### config.mk
export PLATFORM = sky130hd
export DESIGN_NAME = shared_acc_arbiter_flat
export DESIGN_NICKNAME = d
export VERILOG_FILES = /design/src/rtl/shared_acc_if.sv /design/src/rtl/shared_acc_arbiter.sv /design/src/flat_wrapper.sv
export SDC_FILE = /design/constraint.sdc
export NUM_CORES = 1
export LEC_CHECK = 0
export BUFFER_PORTS_ARGS = -buffer_cell sky130_fd_sc_hd__buf_2
export CAP_MARGIN = 5
export CORE_MARGIN = 2
export CORE_UTILIZATION = 50
export DETAILED_ROUTE_END_ITERATION = 12
export PLACE_DENSITY = 0.81
export SLEW_MARGIN = 25
export SYNTH_ARGS = -nofsm -noshare
export SYNTH_HDL_FRONTEND = slang
export SYNTH_SLANG_ARGS = --single-unit
### constraint.sdc
create_clock -name clk -period 4.2 [get_ports clk]
set_input_delay 0.84 -clock clk [delete_from_list [all_inputs] [get_ports clk]]
set_output_delay 0.84 -clock clk [all_outputs]
set_load 0.03 [all_outputs]
### src/rtl/shared_acc_if.sv
// shared_acc_if: requester-side handshake bundle for the shared accumulator arbiter
interface shared_acc_if #(parameter int NREQ = 4, parameter int DW = 8);
  logic [NREQ-1:0] req;
  logic [NREQ-1:0] lock;
  logic [2*NREQ-1:0] op;
  logic [DW*NREQ-1:0] wdata;
  logic [NREQ-1:0] gnt;
  logic busy;
  logic [DW-1:0] acc;
  modport master(output req, lock, op, wdata, input gnt, busy, acc);
  modport slave(input req, lock, op, wdata, output gnt, busy, acc);
endinterface

### src/rtl/shared_acc_arbiter.sv
// shared_acc_arbiter: round-robin arbiter giving one requester at a time write access to a shared accumulator
module shared_acc_arbiter #(
  parameter int NREQ = 4,
  parameter int DW = 8,
  parameter int MAXBURST = 4
) (
  input logic clk,
  input logic rst,
  shared_acc_if.slave bus
);
  localparam int PW = $clog2(NREQ);
  localparam int BW = $clog2(MAXBURST + 1);
  typedef enum logic {IDLE, GRANT} state_t;
  state_t state, state_n;
  logic [NREQ-1:0] gnt, gnt_n;
  logic [PW-1:0] ptr, ptr_n, w, w_n, win;
  logic [BW-1:0] beat_cnt, beat_cnt_n;
  logic [DW-1:0] acc, acc_n, wd;
  logic [1:0] wop;
  logic beat, stay;
  // descending scan so the requester closest to ptr is the last (winning) assignment
  always_comb begin
    win = ptr;
    for (int i = NREQ - 1; i >= 0; i--)
      if (bus.req[(int'(ptr) + i) % NREQ]) win = PW'((int'(ptr) + i) % NREQ);
  end
  assign wop = bus.op[2*int'(w) +: 2];
  assign wd = bus.wdata[DW*int'(w) +: DW];
  assign beat = state == GRANT && bus.req[w];
  assign stay = beat && bus.lock[w] && int'(beat_cnt) + 1 < MAXBURST;
  always_comb begin
    state_n = state;
    gnt_n = gnt;
    ptr_n = ptr;
    w_n = w;
    beat_cnt_n = beat_cnt;
    acc_n = acc;
    if (state == IDLE) begin
      if (|bus.req) begin
        state_n = GRANT;
        gnt_n = NREQ'(1) << win;
        w_n = win;
        beat_cnt_n = '0;
      end
    end else begin
      if (beat) begin
        acc_n = wop == 2'b00 ? wd : wop == 2'b01 ? acc ^ wd : wop == 2'b10 ? acc | wd : acc & wd;
        beat_cnt_n = beat_cnt + 1'b1;
      end
      if (!stay) begin
        state_n = IDLE;
        gnt_n = '0;
        ptr_n = PW'((int'(w) + 1) % NREQ);
      end
    end
  end
  always_ff @(posedge clk) begin
    if (rst) begin
      state <= IDLE;
      gnt <= '0;
      ptr <= '0;
      w <= '0;
      beat_cnt <= '0;
      acc <= '0;
    end else begin
      state <= state_n;
      gnt <= gnt_n;
      ptr <= ptr_n;
      w <= w_n;
      beat_cnt <= beat_cnt_n;
      acc <= acc_n;
    end
  end
  assign bus.gnt = gnt;
  assign bus.busy = state == GRANT;
  assign bus.acc = acc;
endmodule

### src/flat_wrapper.sv
// flat-port wrapper written by rule: the top's interface ports become plain ports
module shared_acc_arbiter_flat 
#(
  parameter int NREQ = 4,
  parameter int DW = 8,
  parameter int MAXBURST = 4
)
  (clk, rst, bus_req, bus_lock, bus_op, bus_wdata, bus_gnt, bus_busy, bus_acc);
  shared_acc_if #(.NREQ(NREQ), .DW(DW)) bus_i ();
  input logic clk;
  input logic rst;
  input wire logic [$bits(bus_i.req)-1:0] bus_req;
  input wire logic [$bits(bus_i.lock)-1:0] bus_lock;
  input wire logic [$bits(bus_i.op)-1:0] bus_op;
  input wire logic [$bits(bus_i.wdata)-1:0] bus_wdata;
  output wire logic [$bits(bus_i.gnt)-1:0] bus_gnt;
  output wire logic [$bits(bus_i.busy)-1:0] bus_busy;
  output wire logic [$bits(bus_i.acc)-1:0] bus_acc;
  assign bus_i.req = bus_req;
  assign bus_i.lock = bus_lock;
  assign bus_i.op = bus_op;
  assign bus_i.wdata = bus_wdata;
  assign bus_gnt = bus_i.gnt;
  assign bus_busy = bus_i.busy;
  assign bus_acc = bus_i.acc;
  shared_acc_arbiter #(.NREQ(NREQ), .DW(DW), .MAXBURST(MAXBURST)) u_core (.clk(clk), .rst(rst), .bus(bus_i));
endmodule
==> flow_summary.toml, run 1 <==
[run_status]
status = "finished clean"

[routing]
topRoutingLayerUsed = "met4"
wl_met2_microns = 1880
drt-total-wl_microns = 3740
drt_iter0_drc = 56
drt-pass1-iter-count = 4
detail-route-antenna-nets = 0
drt-met1-wl_microns = 1680
drc_errors = 0
via_per_inst = 5.38
wl_met3_microns = 164
vias = 1522
detail_route.wl_per_cell_microns = 13.2

[timing]
fin_hold_ws_ns = 0.482
worst_slew_pin_slew_ns = 0.939
setup_tns_ns = 0
finClkSkew_ns = 0.00248
slew_viol_final = 0
setup_violations = 0
fin_crit_sh = 0.581
rsz0062_at_grt = "no"
min_period_ns = 2.44
max_slew_margin = 0.373
hold_viol = 0
fmax_mhz = 409

[cells_and_area]
nets = 306
area_growth_pct = 19.7
most-common-layout-cells = "buf_2, nor2_1, dfxtp_1"
num_antenna_cells = 0
fin_area_sq_mm = 0.00200
fill_cells = 295
final_common_cell = "buf_2"
drive_gt1_frac = 0.346

[power]
ir_drop_mv = 0.163
swShare = 0.386
power_frac_seq = 0.400
switching_power_w = 0.000230
cell_internal_pwr_w = 0.000365
p_comb_frac = 0.441
clkPwrFrac = 0.159
power_density_mw_per_mm2 = 297
cellLeakagePower_nw = 0.934

[cts]
clkTransAtPathRegs_ns = 0.12
numCtsBuffers = 3
cts_resized = 0
clk_path_buf_depth = 2
cts_root_buf = "clkbuf_4"
clock_latency_ns = 0.30
cts-htree-levels = 1
holdBufCountCts = 0
cts_tree = "built"
clkSinkCount = 20
cts_setup_buffers = 0

[setup_path]
path_max_fanout = 17
regToRegStartpoint = "u_core.w[0]$_SDFFE_PP0P_"
crit_type = "reg2reg"
cp-startpoint = "u_core.w[0]$_SDFFE_PP0P_"
arrival_ns = 2.65
end_kind = "flip-flop"
startpoint_type = "flip-flop"
required_ns = 4.41

[yosys]
synthArstFlopShare = 0
syn_nets = 250
avgSynthCellArea_sq_um = 9.15
synth_top_area_share = 0.239
yosys-top-cells-area = "dfxtp_1, ha_1, mux4_2"
yosys.area.top_type = "dfxtp_1"
synth_enable_flop_cells = 0
synth_cell_types = 37
post_synth_instance_area_sq_mm = 0.00167
ys_seq_area_frac = 0.239
synthFlopType = "dfxtp_1"
syn_inst = 183
synth-seq-cells = 20
yosys_warnings = 0

[floorplan]
core-area_sq_mm = 0.00328
rows = 21
ios = 63
start_util = 0.510
die_area_sq_mm = 0.00383
die_h_microns = 61.9
die_x_microns = 61.9

[min_path]
min_from = "u_core.bus.gnt[0]$_SDFFE_PP0P_"
hold_class = "reg2reg"

[global_route]
grt_pass1_vias = 1367
grt_max_degree = 25
grt_pass1_wl_microns = 5780
grt-ovfl-total = 0
antenna_found_initial = 0
grt_usage = 0.201

[run]
cap_violations = 0

[placed_design]
gp_congestion = 0.855
dp_hpwl_microns = 2840
dpl-instance-area_sq_mm = 0.00198
io_buffers = 62
-- flip-flops by register name (all words and copies together) (netlist names) --
signal / count
u_core.beat_cnt: 3
u_core.bus.acc: 8
u_core.bus.busy: 1
u_core.bus.gnt: 4
u_core.ptr: 2
u_core.w: 2
-- path summary, 6_finish.rpt --
check	endpoint	slack (ns)	depth (start not counted)
setup reg to reg	u_core.bus.acc[3]$_SDFFE_PP0P_	1.76	5
hold / removal	u_core.bus.gnt[0]$_SDFFE_PP0P_	0.48	2
hold reg to reg	u_core.bus.gnt[0]$_SDFFE_PP0P_	0.48	2
setup / recovery	u_core.bus.acc[3]$_SDFFE_PP0P_	1.76	5
-- through the flow --
step	total power, W	instances	setup slack, ns	utilization
5_1_grt	0.000641	283	1.48	0.610
3_5_place_dp	0.000506	280	1.73	0.603
6_report	0.000595	283	1.76	0.610
3_3_place_gp	0.000499	280	1.78	0.603
2_1_floorplan	0.000441	183	2.03	-
4_1_cts	0.000599	283	1.71	0.610
-- cells by family after synthesis --
family / after synthesis / synth area share
multiplexers: 24 / 0.224
flip-flops: 20 / 0.239
adder cells (fa/ha/maj): 17 / 0.127
AO/OA/AOI/OAI: 41 / 0.178
buffers and inverters: 30 / 0.0785
XOR/XNOR: 1 / 0.00523
AND/OR/NAND/NOR: 50 / 0.148
-- cell type report --
cell class / instances / area [sq um] / area share
Sequential cell: 20 / 400 / 0.200
Tap cell: 46 / 57.6 / 0.0287
Inverter: 19 / 71.3 / 0.0356
Timing Repair Buffer: 62 / 310 / 0.155
Multi-Input combinational cell: 133 / 1140 / 0.570
Clock buffer: 3 / 22.5 / 0.0112
-- per-layer routing --
layer  global-route usage  vias up
met5                    0        -
met4               0.0365        0
met3               0.0248        2
met2                0.371       42
met1                0.253      702
li1                     -      776
-- power groups by stage --
stage / Sequential (W) / Combinational (W) / Clock, W
floorplan: 0.000252 / 0.000189 / 0
global placement: 0.000242 / 0.000256 / 0
detailed placement: 0.000243 / 0.000263 / 0
CTS: 0.000238 / 0.000265 / 0.0000961
global route: 0.000242 / 0.000296 / 0.000103
finish: 0.000238 / 0.000262 / 0.0000948
-- synthesized netlist by cell type, types with 2 or more instances --
master	n
o21a_1	2
mux4_1	2
a21oi_1	10
nor2b_1	3
a22o_1	8
nor3_1	9
clkbuf_1	6
dfxtp_1	20
buf_2	3
o21ai_0	5
nor3b_1	2
mux2i_1	12
buf_6	2
a211oi_1	8
nor4_1	2
nand2b_1	2
nand2_1	4
inv_1	19
mux2_2	2
nor2_1	22
mux4_2	8
ha_1	17
-- worst max-delay path, cell delays in order (launching register included) --
cell,delay (ns)
dfxtp_1,0.96
mux4_2,0.66
and2_4,0.22
nand2b_4,0.12
a211oi_2,0.06
a2111oi_2,0.32
No activity file was read; power rests on OpenSTA's default activity.
==> run 2, diff against run 1 <==
--- a/config.mk
+++ b/config.mk
@@ -8,9 +8,9 @@
 export BUFFER_PORTS_ARGS = -buffer_cell sky130_fd_sc_hd__buf_2
 export CAP_MARGIN = 5
 export CORE_MARGIN = 2
-export CORE_UTILIZATION = 50
+export CORE_UTILIZATION = 45
 export DETAILED_ROUTE_END_ITERATION = 12
-export PLACE_DENSITY = 0.81
+export PLACE_DENSITY = 0.77
 export SLEW_MARGIN = 25
 export SYNTH_ARGS = -nofsm -noshare
 export SYNTH_HDL_FRONTEND = slang
==> constraint.sdc (replaced) <==
create_clock -name clk -period 2.1 [get_ports clk]
set_input_delay 0.42 -clock clk [delete_from_list [all_inputs] [get_ports clk]]
set_output_delay 0.42 -clock clk [all_outputs]
set_load 0.03 [all_outputs]
==> run 2 against run 1 <==
Against the previous run: clock skew is 0.0014 ns lower; global-route usage is 0.12 points higher; register-to-register slack worse by 1.6 ns; clock power grew to 3.2 times the previous value; critical path type unchanged; critical endpoint unchanged; via count is 2.7% higher.
==> flow_summary.toml, run 2 (synthesis gave the netlist of run 1 again) <==
[setup_path]
max_stage_delay_ns = 0.57
r2r_slack_ns = 0.20
slowest_stage = "mux4_2"
end_kind = "flip-flop"
regToRegStartpoint = "u_core.w[0]$_SDFFE_PP0P_"
path_cells = "buf_4 -> mux4_2 -> and2_4 -> nand2b_4 -> a211oi_2 -> a2111oi_2"
crit_type = "reg2reg"
arrival_ns = 2.07
startpoint_type = "flip-flop"
required_ns = 2.27
r2r_end = "u_core.bus.acc[3]$_SDFFE_PP0P_"
path_max_fanout = 8
r2r_cells = 6

[timing]
rsz0062_at_grt = "no"
worst_slew_pin_slew_ns = 0.662
setup_tns_ns = 0
max_slew_margin = 0.547
fmax_mhz = 526
fin_crit_sh = 0.905
min_period_ns = 1.90
slew_viol_final = 0
hold_viol = 0
finClkSkew_ns = 0.00109
setup_slack_ns = 0.200
setup_violations = 0
fin_hold_ws_ns = 0.478

[global_route]
grt_max_degree = 23
antenna_found_initial = 0
grt_pass1_vias = 1555
grt_usage = 0.203
grt-ovfl-total = 0
grt_pass1_wl_microns = 6790

[floorplan]
ios = 63
rows = 22
die_x_microns = 65.0
die_area_sq_mm = 0.00422
start_util = 0.464
core-area_sq_mm = 0.00361
die_h_microns = 65.0

[routing]
drt-pass1-iter-count = 4
detail-route-antenna-nets = 0
drt_iter0_drc = 51
drc_errors = 0
drt-total-wl_microns = 3860
vias = 1563
via_per_inst = 5.30
detail_route.wl_per_cell_microns = 13.1

[cts]
holdBufCountCts = 0
clk_path_buf_depth = 2
numCtsBuffers = 3
cts_root_buf = "clkbuf_8"
cts_tree = "built"
cts-htree-levels = 1
cts_setup_buffers = 0
clkSinkCount = 20
clock_latency_ns = 0.27
cts_resized = 0
clkTransAtPathRegs_ns = 0.07

[power]
switching_power_w = 0.000479
cellLeakagePower_nw = 0.994
clkPwrFrac = 0.225
power_density_mw_per_mm2 = 633
power_frac_seq = 0.339
swShare = 0.359
ir_drop_mv = 0.338
p_comb_frac = 0.436
cell_internal_pwr_w = 0.000855

[cells_and_area]
fill_cells = 346
num_antenna_cells = 0
final_common_cell = "buf_2"
drive_gt1_frac = 0.372
regArea_sq_um = 400
largest_reg_flops = 8
most-common-layout-cells = "buf_2, nor2_1, dfxtp_1"
largest-register = "u_core.bus.acc"
post-route-util = 0.584
area_growth_pct = 25.9
nets = 315
multi_input_area_sq_mm = 0.00114
reg.largest.list = "u_core.bus.acc: 8 flops, u_core.bus.gnt: 4 flops, u_core.beat_cnt: 3 flops"

[min_path]
whs_path_depth = 2
hold_class = "reg2reg"
holdPathEnd = "u_core.bus.gnt[3]$_SDFFE_PP0P_"
min_from = "u_core.bus.gnt[3]$_SDFFE_PP0P_"

[run_status]
status = "finished clean"

[placed_design]
dp_hpwl_microns = 3090
io_buffers = 62
preCtsSetupSlack_ns = 0.191
gp_congestion = 0.774

[run]
cap_violations = 0
## run 2: changes by cell type in the layout (fill, tap and decap cells not counted), sizes merged
cell | previous run | this run
buf | 62 | 71
clkbuf | 3 | 4
## run 2: cell type report
cell class / instances / share of cell area
Tap cell: 48 / 0.0285
Inverter: 19 / 0.0338
Timing Repair Buffer: 71 / 0.179
Clock buffer: 4 / 0.0261
Multi-Input combinational cell: 133 / 0.542
Sequential cell: 20 / 0.190
## run 2: worst max-delay path by stage
stage	endpoint	slack, ns	start	cells after the start
2_1_floorplan	u_core.bus.acc[0]$_SDFFE_PP0P_	0.16	u_core.w[0]$_SDFFE_PP0P_	8
3_3_place_gp	u_core.bus.acc[3]$_SDFFE_PP0P_	0.22	bus_req[3]	6
3_5_place_dp	u_core.bus.acc[3]$_SDFFE_PP0P_	0.19	bus_req[3]	6
4_1_cts	u_core.bus.acc[3]$_SDFFE_PP0P_	0.18	u_core.w[0]$_SDFFE_PP0P_	6
5_1_grt	u_core.bus.acc[3]$_SDFFE_PP0P_	0.06	u_core.w[0]$_SDFFE_PP0P_	6
6_report	u_core.bus.acc[3]$_SDFFE_PP0P_	0.20	u_core.w[0]$_SDFFE_PP0P_	6
## run 2: power by group through the flow
stage | registers [W] | clock network (W) | logic, W
final | 0.000452 | 0.000300 | 0.000582
after global placement | 0.000459 | 0 | 0.000569
after CTS | 0.000453 | 0.000310 | 0.000587
after global routing | 0.000459 | 0.000322 | 0.000652
after detailed placement | 0.000461 | 0 | 0.000584
after floorplan | 0.000504 | 0 | 0.000378
## run 2: routing by layer
metal / vias to the layer above / routed length [microns] / part of all wire / track usage
li1: 792 / - / - / -
met1: 721 / 1650 / 0.43 / 0.234
met2: 45 / 1900 / 0.49 / 0.374
met3: 5 / 269 / 0.070 / 0.0434
met4: 0 / 41 / 0.011 / 0.0559
met5: - / 0 / 0 / 0
## run 2: critical path, delay by kind of cell (launching register included)
family | cells | cell delay, ns
AOI/OAI and AO/OA | 2 | 0.37
DFF | 1 | 0.36
muxes | 1 | 0.57
and+or+nand+nor | 2 | 0.34
buffers and inverters | 1 | 0.17
## run 2: metrics by stage
stage	area (sq um)	cells	power, W
6_report	2110	295	0.00133
5_1_grt	2110	295	0.00143
4_1_cts	2110	295	0.00135
3_5_place_dp	2050	291	0.00105
3_3_place_gp	2050	291	0.00103
2_1_floorplan	1670	183	0.000881
==> run 3, diff against run 2 <==
--- a/config.mk
+++ b/config.mk
@@ -5,12 +5,14 @@
 export SDC_FILE = /design/constraint.sdc
 export NUM_CORES = 1
 export LEC_CHECK = 0
+export ABC_AREA = 1
+export ABC_CLOCK_PERIOD_IN_PS = 2100
 export BUFFER_PORTS_ARGS = -buffer_cell sky130_fd_sc_hd__buf_2
 export CAP_MARGIN = 5
 export CORE_MARGIN = 2
-export CORE_UTILIZATION = 45
+export CORE_UTILIZATION = 47
 export DETAILED_ROUTE_END_ITERATION = 12
-export PLACE_DENSITY = 0.77
+export PLACE_DENSITY = 0.78
 export SLEW_MARGIN = 25
 export SYNTH_ARGS = -nofsm -noshare
 export SYNTH_HDL_FRONTEND = slang
==> run 3 against run 2 <==
Against the previous run: die area increased by 11%; largest power group unchanged; largest cell class unchanged; cell area increased by 13%; worst hold slack got worse by 0.044 ns; critical endpoint is now u_core.bus.acc[6]$_SDFFE_PP0P_; flip-flop and latch count unchanged; clock skew about the same; non-clock buffer count decreased by 3; global-route usage increased by 2.3 points; combinational power increased by 79%; worst setup slack about the same; sequential share of layout area decreased by 2.1 points; via count increased by 40%.
==> flow_summary.toml, run 3 <==
[run_status]
status = "finished clean"

[placed_design]
gp_congestion = 0.791
preCtsSetupSlack_ns = 0.152
dp_hpwl_microns = 3920
io_buffers = 62

[global_route]
antenna_found_initial = 0
grt_usage = 0.226
grt_pass1_wl_microns = 8210
grt_pass1_vias = 1870
grt_max_degree = 25
grt-ovfl-total = 0

[setup_path]
path_max_fanout = 12
path_delay_family = "simple AND/OR/NAND/NOR gates"
crit_buf_inv = 2
path_cells = "inv_2 -> nor2_1 -> o21ai_0 -> nand2_1 -> inv_1 -> ha_1 -> or2_2 -> nand3_1 -> a21oi_1"
crit_type = "reg2reg"
r2r_slack_ns = 0.20
r2r_cells = 9
arrival_ns = 2.05
required_ns = 2.25
end_kind = "flip-flop"
slowest_stage = "dfxtp_1"
max_stage_delay_ns = 0.49
regToRegStartpoint = "u_core.w[1]$_SDFFE_PP0P_"
startpoint_type = "flip-flop"
r2r_end = "u_core.bus.acc[6]$_SDFFE_PP0P_"

[cts]
numCtsBuffers = 3
clock_latency_ns = 0.26
clkTransAtPathRegs_ns = 0.07
cts-htree-levels = 1
clkSinkCount = 20
clk_path_buf_depth = 2
cts_root_buf = "clkbuf_8"
cts_tree = "built"
holdBufCountCts = 0
cts_resized = 0
cts_setup_buffers = 0

[routing]
drt-pass1-iter-count = 4
via_per_inst = 5.07
vias = 2185
drt_iter0_drc = 129
detail_route.wl_per_cell_microns = 11.8
detail-route-antenna-nets = 0
drc_errors = 0
drt-total-wl_microns = 5080

[power]
ir_drop_mv = 0.490
cellLeakagePower_nw = 1.29
power_density_mw_per_mm2 = 809

[floorplan]
die_x_microns = 68.5
rows = 23
die_h_microns = 68.5
die_area_sq_mm = 0.00470
start_util = 0.490
core-area_sq_mm = 0.00400
ios = 63

[timing]
fin_hold_ws_ns = 0.435
rsz0062_at_grt = "no"
setup_violations = 0
slew_viol_final = 0
setup_slack_ns = 0.200
fmax_mhz = 526
min_period_ns = 1.90
max_slew_margin = 0.736
worst_slew_pin_slew_ns = 0.396
hold_viol = 0
finClkSkew_ns = 0.000822
fin_crit_sh = 0.905
setup_tns_ns = 0

[yosys]
synth_top_area_share = 0.204
avgSynthCellArea_sq_um = 6.08
syn_nets = 389
synthTopCellsByCount = "nand2_1, nor2_1, inv_1"
synthArstFlopShare = 0
yosys-top-cells-area = "dfxtp_1, nand2_1, ha_1"
synth_cell_types = 29
syn_inst = 322
yosys.area.top_type = "dfxtp_1"
post_synth_instance_area_sq_mm = 0.00196
synthFlopType = "dfxtp_1"
yosysMostFrequentCell = "nand2_1"
ys_seq_area_frac = 0.204
synth_enable_flop_cells = 0
yosys_warnings = 0
synth-seq-cells = 20

[cells_and_area]
drive_gt1_frac = 0.247
largest-register = "u_core.bus.acc"
nets = 449
most-common-layout-cells = "nand2_1, buf_2, nor2_1"
fill_cells = 409
post-route-util = 0.596
reg.largest.list = "u_core.bus.acc: 8 flops, u_core.bus.gnt: 4 flops, u_core.beat_cnt: 3 flops"
area_growth_pct = 21.7
final_common_cell = "nand2_1"
largest_reg_flops = 8
num_antenna_cells = 0

[run]
cap_violations = 0

[min_path]
whs_path_depth = 2
holdPathEnd = "u_core.beat_cnt[1]$_SDFFE_PP0P_"
hold_class = "in2reg"
min_from = "rst"
## run 3: layout make-up
cell class	count	area (sq um)	area share
clock inverter	1	30.0	0.0126
clock buffer	3	41.3	0.0173
sequential	20	402	0.169
inverter	46	175	0.0735
timing repair buffer	68	368	0.154
multi-input combinational	243	1300	0.547
tap	50	62.6	0.0263
## run 3: cell families (layout without fill, tap and decap cells)
group | count (synthesis) | after routing | synth area share
and+or+nand+nor | 154 | 154 | 0.346
buffers and inverters | 59 | 118 | 0.134
AOI/OAI and AO/OA | 70 | 70 | 0.198
xor gates and xnor gates | 2 | 2 | 0.00895
DFF | 20 | 20 | 0.204
adders and majority gates | 17 | 17 | 0.109
## run 3: routing by layer
metal / up-vias / global-route usage / part of all wire / wire [microns]
met3: 6 / 0.0195 / 0.062 / 314
li1: 1153 / - / - / -
met1: 956 / 0.323 / 0.49 / 2500
met2: 70 / 0.362 / 0.43 / 2210
met4: 0 / 0.0625 / 0.012 / 59
met5: - / 0 / 0 / 0
## run 3: worst max-delay path by stage
stage / from / end / slack (ns) / cells past startpoint
2_1_floorplan: u_core.w[0]$_SDFFE_PP0P_ / u_core.bus.acc[4]$_SDFFE_PP0P_ / 0.26 / 12
3_3_place_gp: u_core.w[0]$_SDFFE_PP0P_ / u_core.bus.acc[1]$_SDFFE_PP0P_ / 0.21 / 6
3_5_place_dp: u_core.w[0]$_SDFFE_PP0P_ / u_core.bus.acc[1]$_SDFFE_PP0P_ / 0.15 / 6
4_1_cts: u_core.w[0]$_SDFFE_PP0P_ / u_core.bus.acc[1]$_SDFFE_PP0P_ / 0.11 / 6
5_1_grt: u_core.w[1]$_SDFFE_PP0P_ / u_core.bus.acc[6]$_SDFFE_PP0P_ / 0.06 / 9
6_report: u_core.w[1]$_SDFFE_PP0P_ / u_core.bus.acc[6]$_SDFFE_PP0P_ / 0.20 / 9
## run 3: report_power, final
group | internal [W] | switching (W) | total (W)
registers | 0.000434 | 0.0000659 | 0.000499
clock network | 0.000254 | 0.000131 | 0.000386
logic | 0.000375 | 0.000667 | 0.00104
## run 3: per-stage QoR
step	instance area, sq um	total power (W)	cells
after detailed placement	2300	0.00153	427
after CTS	2370	0.00192	431
after global routing	2380	0.00210	431
after global placement	2300	0.00151	427
final	2380	0.00193	431
after floorplan	1960	0.00129	322
## run 3: worst register-to-register path, cell delays in order, from the launching register on
cell and delay (ns):
dfxtp_1 0.49, inv_2 0.18, nor2_1 0.12, o21ai_0 0.09, nand2_1 0.14, inv_1 0.06, ha_1 0.26, or2_2 0.30
nand3_1 0.09, a21oi_1 0.07
